--- src/rtl/cronometro_pkg.sv ---
// Shared definitions for the mm:ss stopwatch: FSM encoding, digit limits, load sanitising.
// Latency: n/a (types, constants and a pure function only).
// Backpressure: n/a.
package cronometro_pkg;

  typedef enum logic [1:0] {
    IDLE  = 2'd0,
    RUN   = 2'd1,
    PAUSE = 2'd2,
    DONE  = 2'd3
  } state_t;

  // Largest value of a units digit (mod 10) and of a tens digit (mod 6).
  localparam logic [3:0]  UNIT_MAX = 4'd9;
  localparam logic [3:0]  TENS_MAX = 4'd5;

  // Last count before rollover, laid out as {min_t, min_u, sec_t, sec_u}.
  localparam logic [15:0] TERMINAL = {TENS_MAX, UNIT_MAX, TENS_MAX, UNIT_MAX};

  // A preset digit above its limit is not a legal BCD time digit; store 0 instead.
  function automatic logic [3:0] clip_digit(input logic [3:0] d, input logic [3:0] max);
    return (d > max) ? 4'd0 : d;
  endfunction

endpackage

--- src/rtl/contador_up_bcd.sv ---
// One BCD digit of the stopwatch cascade: counts 0..MAX, clears, or loads a sanitised preset.
// Latency: q updates at the clock edge where ci/load/clr is high; co is combinational.
// Backpressure: none; ci is an enable, co = ci & (q == MAX) feeds the next digit.
module contador_up_bcd
  import cronometro_pkg::*;
#(
  parameter logic [3:0] MAX = UNIT_MAX
) (
  input  logic       clk,
  input  logic       clrn,
  input  logic       clr,
  input  logic       load,
  input  logic [3:0] ld_val,
  input  logic       ci,
  output logic [3:0] q,
  output logic       co
);

  // Digit register: clear beats load beats count; wraps MAX -> 0 when carried into.
  always_ff @(posedge clk or negedge clrn) begin
    if (!clrn) begin
      q <= 4'd0;
    end else if (clr) begin
      q <= 4'd0;
    end else if (load) begin
      q <= clip_digit(ld_val, MAX);
    end else if (ci) begin
      q <= (q == MAX) ? 4'd0 : q + 4'd1;
    end
  end

  assign co = ci & (q == MAX);

endmodule

--- src/rtl/cronometro_mmss.sv ---
// mm:ss BCD stopwatch with start/stop/clear/preset control and optional rollover at 59:59.
// Latency: a tick in RUN updates the digits at that same edge; tc/zero are combinational.
// Backpressure: none; controls are sampled every cycle with priority clr > loadn > stop > start > tick.
module cronometro_mmss
  import cronometro_pkg::*;
#(
  parameter bit WRAP = 1'b1
) (
  input  logic        clk,
  input  logic        clrn,
  input  logic        tick,
  input  logic        start,
  input  logic        stop,
  input  logic        clr,
  input  logic        loadn,
  input  logic [15:0] data,
  output logic [3:0]  sec_u,
  output logic [3:0]  sec_t,
  output logic [3:0]  min_u,
  output logic [3:0]  min_t,
  output logic        running,
  output logic        zero,
  output logic        tc
);

  state_t state, state_nxt;

  logic at_term;   // digits currently read 59:59
  logic load;      // preset accepted this cycle
  logic adv;       // a tick that is allowed to count this cycle
  logic hold;      // no-rollover variant parked at 59:59
  logic ci_su;     // carry-in to the seconds-units digit
  logic co_su, co_st, co_mu, co_mt;
  logic term_evt;  // the step that would leave 59:59

  assign at_term = ({min_t, min_u, sec_t, sec_u} == TERMINAL);
  assign running = (state == RUN);
  assign zero    = ({min_t, min_u, sec_t, sec_u} == 16'h0000);
  assign tc      = running & tick & at_term;

  // Preset is refused while running; clr overrides it anyway.
  assign load  = !loadn && (state != RUN) && !clr;
  // stop and clr both outrank tick, so a coincident tick never counts.
  assign adv   = running & tick & !stop & !clr;
  assign hold  = !WRAP & at_term;
  assign ci_su = adv & !hold;

  // With rollover the top digit's carry-out marks the terminal step; without it
  // the cascade is frozen at 59:59, so the terminal step is decoded directly.
  assign term_evt = WRAP ? co_mt : (adv & at_term);

  // State register.
  always_ff @(posedge clk or negedge clrn) begin
    if (!clrn) begin
      state <= IDLE;
    end else begin
      state <= state_nxt;
    end
  end

  // Next-state decode in control priority order.
  always_comb begin
    state_nxt = state;
    if (clr) begin
      state_nxt = IDLE;
    end else if (!loadn && (state != RUN)) begin
      state_nxt = IDLE;
    end else begin
      case (state)
        IDLE, PAUSE: if (start && !stop) state_nxt = RUN;
        RUN: begin
          if (stop) begin
            state_nxt = PAUSE;
          end else if (term_evt && !WRAP) begin
            state_nxt = DONE;
          end
        end
        DONE:    state_nxt = DONE;
        default: state_nxt = IDLE;
      endcase
    end
  end

  contador_up_bcd #(.MAX(UNIT_MAX)) u_sec_u (
    .clk(clk), .clrn(clrn), .clr(clr), .load(load), .ld_val(data[3:0]),
    .ci(ci_su), .q(sec_u), .co(co_su)
  );

  contador_up_bcd #(.MAX(TENS_MAX)) u_sec_t (
    .clk(clk), .clrn(clrn), .clr(clr), .load(load), .ld_val(data[7:4]),
    .ci(co_su), .q(sec_t), .co(co_st)
  );

  contador_up_bcd #(.MAX(UNIT_MAX)) u_min_u (
    .clk(clk), .clrn(clrn), .clr(clr), .load(load), .ld_val(data[11:8]),
    .ci(co_st), .q(min_u), .co(co_mu)
  );

  contador_up_bcd #(.MAX(TENS_MAX)) u_min_t (
    .clk(clk), .clrn(clrn), .clr(clr), .load(load), .ld_val(data[15:12]),
    .ci(co_mu), .q(min_t), .co(co_mt)
  );

endmodule

--- config.mk ---
export PLATFORM = sky130hd
export DESIGN_NAME = cronometro_mmss
export DESIGN_NICKNAME = d
export VERILOG_FILES = /design/src/rtl/cronometro_pkg.sv /design/src/rtl/contador_up_bcd.sv /design/src/rtl/cronometro_mmss.sv
export SDC_FILE = /design/constraint.sdc
export NUM_CORES = 1
export LEC_CHECK = 0
export ABC_AREA = 1
export CAP_MARGIN = 15
export CORE_MARGIN = 1
export CORE_UTILIZATION = 48
export DETAILED_ROUTE_END_ITERATION = 6
export GPL_TIMING_DRIVEN = 1
export PLACE_DENSITY = 0.8
export SLEW_MARGIN = 20
export SYNTH_ARGS = -nofsm -noshare
export SYNTH_HDL_FRONTEND = slang
export SYNTH_SLANG_ARGS = --single-unit
--- constraint.sdc ---
create_clock -name clk -period 1.6 [get_ports clk]
set_clock_uncertainty 0.05 [all_clocks]
set_input_delay 0.24 -clock clk [delete_from_list [all_inputs] [get_ports clk]]
set_output_delay 0.24 -clock clk [all_outputs]
set_load 0.02 [all_outputs]
Yosys cells after proc, flatten, opt, wreduce, memory -nomap -nowiden
Index checks and enable logic that the tools add are counted.
{"block": "totals", "wordCells": 70, "register_bits": 18}
{"block": "classes", "n_eq_ne": 11, "add_sub_neg": 4, "magnitude_cmp": 4, "mux": 25, "n_reduce_logical": 14, "bitwise": 7}
{"operator": "2-to-1 mux 4 bit", "n": 20}
{"operator": "adder 4 x 1 -> 4 bit (second input constant)", "n": 4}
{"operator": "equality test 16 x 15 -> 1 bit (second input constant)", "n": 1}
{"operator": "logical NOT 16 bit", "n": 1}
{"operator": "nonzero test 3 bit", "n": 4}
{"operator": "equality test 4 x 3 -> 1 bit (second input constant)", "n": 2}
{"operator": "equality test 4 bit (second input constant)", "n": 2}
{"operator": "> comparator 4 x 3 -> 1 bit (second input constant)", "n": 2}
{"operator": "> comparator 4 bit (second input constant)", "n": 2}
{"operator": "2-to-1 mux 2 bit", "n": 4}
{"operator": "bitwise AND 1 bit", "n": 7}
{"operator": "one-hot mux 2 bit (3 select lines)", "n": 1}
{"operator": "equality test 2 bit (second input constant)", "n": 2}
{"operator": "inequality test 4 x 3 -> 1 bit (second input constant)", "n": 1}
{"operator": "inequality test 4 bit (second input constant)", "n": 1}
{"operator": "logical AND 1 bit", "n": 3}
{"operator": "logical NOT 1 bit", "n": 3}
{"operator": "equality test 2 x 1 -> 1 bit (second input constant)", "n": 1}
{"operator": "logical NOT 2 bit", "n": 1}
{"operator": "inequality test 2 x 1 -> 1 bit (second input constant)", "n": 1}
{"operator": "AND reduction 2 bit", "n": 1}
{"operator": "OR reduction 2 bit", "n": 1}

Longest topological paths before layout
{"block": "logic_depth", "ltp_word": 10, "depth_mapped": 10}

Modules after synthesis
From an unflattened synthesis, not the netlist that was laid out.
{"block": "unflattened", "hier_cells": 248, "area_unflattened_um2": 1582.8}
{"module": "contador_up_bcd at u_min_u ...", "cells_each": 50, "instances": 2, "area_each_um2": 345.3}
{"module": "contador_up_bcd at u_min_t ...", "cells_each": 54, "instances": 2, "area_each_um2": 330.3}
{"module": "cronometro_mmss", "cells_each": 40, "instances": 1, "area_each_um2": 231.5}

Worst setup path after synthesis
Ideal clock, no wire load.
{"block": "synth_timing", "path_type": "register to output", "start": "reg u_min_u.q[1]", "end": "out tc", "arrival_time_ns": 1.643, "t_required_ns": 1.310, "setup_slack_ns": -0.333, "path_buffers": 0, "stages_incl_launch_ff": 7, "path_cell_list": "dfrtp_1 > inv_1 > ha_1 > nand3_1 > inv_1 > nand2_1 > nor4_1"}
{"block": "synth_via", "elab_chain_cells": 2}
{"element": "start: declaration", "line_no": "contador_up_bcd.sv:15", "rtl": "output logic [3:0] q,"}
{"element": "start signal: assignment", "line_no": "contador_up_bcd.sv:26", "rtl": "q <= clip_digit(ld_val, MAX);"}
{"element": "start signal: assignment", "line_no": "contador_up_bcd.sv:28", "rtl": "q <= (q == MAX) ? 4'd0 : q + 4'd1;"}
{"element": "equality test 16 x 15 -> 1 bit", "line_no": "cronometro_mmss.sv:36", "rtl": "assign at_term = ({min_t, min_u, sec_t, sec_u} == TERMINAL);"}
{"element": "bitwise AND 1 bit", "line_no": "cronometro_mmss.sv:39", "rtl": "assign tc = running & tick & at_term;"}
{"element": "end: declaration", "line_no": "cronometro_mmss.sv:23", "rtl": "output logic tc"}
Every way passes these cells.

Final worst setup path
{"block": "layout_timing", "start": "reg u_sec_u.q[1]", "end": "out tc"}
{"block": "layout_via", "elab_chain_cells": 2}
{"element": "start: declaration", "line_no": "contador_up_bcd.sv:15"}
{"element": "start signal: assignment", "line_no": "contador_up_bcd.sv:26"}
{"element": "start signal: assignment", "line_no": "contador_up_bcd.sv:28"}
{"element": "equality test 16 x 15 -> 1 bit", "line_no": "cronometro_mmss.sv:36"}
{"element": "bitwise AND 1 bit", "line_no": "cronometro_mmss.sv:39"}
Every way passes these cells.

==> out/qor.csv <==
stage,metric,value,unit
timing,Hold Slack,0.1906,ns
detailed_routing,WL per Instance,14.13,um
detailed_routing,WL met3,308,um
run,# Max-Cap Violations,0,
synth,Post-Synth XOR/XNOR Area,0.01162,
final_layout,register area,456.7,um2
detailed_routing,met1 WL,2097,um
synth,synth warn,0,
critical_path,WS Path Type,reg2out,
clock_network,CTS H-tree lvls,1,
final_layout,final instance area,2484,um2
timing,"Slew Viols, Final",0,
timing,Slew HR,0.7974,
floorplan,Die Span Y,58.05,um
final_layout,Area Overhead vs Synth,64.73,%
global_routing,Tot GR Track Use,0.3068,
detailed_routing,routed wl met2,2545,um
power,clock share of power,0.198,
power,Leak,1.323,nW
timing,min Tclk post-route,1.773,ns
power,Internal,0.9885,mW
floorplan,row cnt,19,
synth,Syn Std Cell Area,1508,um2
final_layout,area occupied by multi-input gates,1049,um2
critical_path,startpoint types,flop,
outcome,status,"finished, violations left",
synth,post-synthesis mux area share,0,
clock_network,CTS Buffer Depth,2,
detailed_routing,DRC Markers,1,
timing,Final setup violation count,2,
power,PnR Total Power,1.602,mW
clock_network,hold buffers post-CTS,0,
synth,main combinational cell family by area after synthesis,simple AND/OR/NAND/NOR gates,
synth,Syn Nets,256,
synth,Synth cell types,24,
power,switching share of power,0.3831,
clock_network,clk_lat worst skew,0.32,ns
floorplan,io pins,42,
critical_path,maximum fanout along the worst path,2,
detailed_routing,first-pass iteration count of the detailed router,7,
synth,Compound-Gate Fraction of Synth Area,0.05560,
detailed_routing,drt total wl,5031,um
power,Comb power frac,0.464,
floorplan,Core Area,2877,um2
global_routing,initial antenna violation count,0,
placement,DP Wirelength,3653,um
floorplan,die area,3369,um2
global_routing,gr ovfl total,0,
timing,final worst slack,-0.1732,ns
clock_network,TritonCTS Sinks,18,
detailed_routing,DR iter-0 viols,119,
detailed_routing,Via density,5.191,
synth,Synth Area in Adders,0.09959,
synth,"Avg Cell Area, Syn",6.822,um2
detailed_routing,highest metal used,met4,
global_routing,largest net degree at the start of global routing,19,
power,NetSw,0.6138,mW
clock_network,total CTS buffers,3,
outcome,failing checks,"DRC, setup timing",
worst_hold_path,Worst Hold Class,in2async,
final_layout,antenna fix cells,0,
clock_network,clk root buf,clkbuf_4,
floorplan,starting density of the core,0.5241,
floorplan,width of the die,58.05,um
timing,Worst Tran Pin Value,0.3028,ns
critical_path,R2R depth,10,
placement,routability cong.,0.8367,
synth,Yosys reg bits,18,
timing,Tcrit/Tclk final,1.108,
global_routing,first-pass GRT wire length,7852,um
synth,Syn Inst Count,221,
power,maximum VDD drop,0.3947,mV
critical_path,worst reg-to-reg setup slack,0.07,ns
power,pwr dens,645.2,nW/um2
clock_network,clock-pin transition on the worst setup and hold timing paths,0.12,ns
final_layout,fraction of layout cells with a size suffix above 1,0.3376,
synth,sequential area share after synthesis,0.2988,
clock_network,CTS tree,yes,
global_routing,number of global-route vias before repair,1792,
synth,Synth Area in Simple Gates,0.4415,
critical_path,Crit. End Element,primary output,
timing,fmax,0.5640,GHz
critical_path,crit path DAT,1.48,ns
critical_path,worst r2r dst,u_sec_t.q[3]$_DFFE_PN0P_,
detailed_routing,vias,1848,
critical_path,required time of the worst setup path,1.31,ns
detailed_routing,Final ANT Viol Nets,0,
critical_path,worst reg2reg startpoint,u_sec_u.q[1]$_DFFE_PN0P_,
timing,setup repair after global routing missed its margin,true,
placement,Post-DP Area,2382,um2
placement,Port Buffers,41,
final_layout,Fillers,190,
final_layout,layout net count,350,
power,sequential power share,0.337,
timing,final hold violation count,0,
[per-layer routing]
metal,vias up,track usage
met3,11,0.03571
li1,905,-
met4,0,0.09864
met2,80,0.5534
met5,-,0
met1,852,0.3788
[cell usage after synthesis, drive strengths merged]
| library cell | number | area share |
|---|---|---|
| nand4 | 7 | 0.033 |
| o21ai | 12 | 0.040 |
| nor3 | 1 | 0.0033 |
| inv | 31 | 0.079 |
| nand2 | 66 | 0.18 |
| nand3 | 49 | 0.18 |
| buf | 3 | 0.014 |
| or2 | 3 | 0.012 |
| nor4 | 1 | 0.0042 |
| a21oi | 4 | 0.016 |
| ha | 12 | 0.10 |
| xor2 | 2 | 0.012 |
| nor2 | 12 | 0.032 |
| dfrtp | 18 | 0.30 |
[worst max-delay path by stage]
stage / startpoint / to / slack, ns / cells past startpoint
3_3_place_gp: tick / tc / -0.38 / 4
5_1_grt: u_min_u.q[1]$_DFFE_PN0P_ / zero / -0.23 / 6
6_report: u_sec_u.q[1]$_DFFE_PN0P_ / tc / -0.17 / 5
4_1_cts: u_sec_u.q[1]$_DFFE_PN0P_ / tc / -0.18 / 5
3_5_place_dp: tick / tc / -0.39 / 4
2_1_floorplan: u_min_u.q[1]$_DFFE_PN0P_ / tc / -0.003 / 6
[cell families (layout without fill, tap and decap cells)]
group / after synthesis / count (layout)
AO/OA/AOI/OAI: 16 / 16
XOR/XNOR: 2 / 2
adder cells (fa/ha/maj): 12 / 12
AND/OR/NAND/NOR: 139 / 139
flip-flops: 18 / 18
buffers and inverters: 34 / 127
[cells in the final DEF (no fill, tap or decap), types with 4 or more instances in the layout]
| cell | Yosys | final |
|---|---|---|
| buf_4 | 0 | 52 |
| clkdlybuf4s50_1 | 0 | 22 |
| dfrtp_1 | 18 | 13 |
| dfrtp_2 | 0 | 5 |
| dlygate4sd2_1 | 0 | 15 |
| ha_1 | 12 | 7 |
| ha_4 | 0 | 4 |
| inv_1 | 20 | 16 |
| inv_2 | 10 | 13 |
| nand2_1 | 60 | 59 |
| nand2_2 | 5 | 5 |
| nand3_1 | 44 | 41 |
| nand3_2 | 5 | 5 |
| nand4_1 | 6 | 6 |
| nor2_1 | 11 | 11 |
| o21ai_1 | 9 | 9 |
[flip-flops by register name (all words and copies together) (netlist names)]
name	flops
state	2
u_min_t.q	4
u_min_u.q	4
u_sec_t.q	4
u_sec_u.q	4
[power groups by stage]
stage | clock network (mW) | registers (mW) | logic [mW]
after floorplan | 0 | 0.619 | 0.273
after global placement | 0 | 0.543 | 0.703
after detailed placement | 0 | 0.545 | 0.727
after CTS | 0.314 | 0.538 | 0.727
after global routing | 0.325 | 0.543 | 0.807
final | 0.318 | 0.540 | 0.744
[what timing repair did]
| item | CTS | global route |
|---|---|---|
| setup endpoints to repair | 31 | 12 |
| gates resized for setup | 38 | 9 |
| setup buffers | 1 | 1 |
| pin swaps | 4 | 1 |
[area by class of cell]
type	count	share of cell area
well taps	42	0.02116
repair buffers	92	0.3093
multi-input cells	169	0.4222
inverters	31	0.04887
flip-flops and latches	18	0.1839
clock buffers	4	0.01461
[through the flow]
step	setup TNS, ns	utilization	setup slack (ns)	instances
final	-0.3375	0.8634	-0.1732	356
after CTS	-0.3375	0.8512	-0.1794	355
after floorplan	-0.003402	-	-0.003402	221
after global routing	-0.4753	0.8634	-0.2325	356
after global placement	-1.767	0.8282	-0.3804	350
after detailed placement	-2.248	0.8282	-0.3885	350
[worst max-delay path, stage by stage (launching register included)]
cell and delay [ns]:
dfrtp_1 0.42, inv_2 0.09, ha_4 0.15, nand3_4 0.08, nor4_4 0.26, buf_4 0.17
No activity file was read; power rests on OpenSTA's default activity.
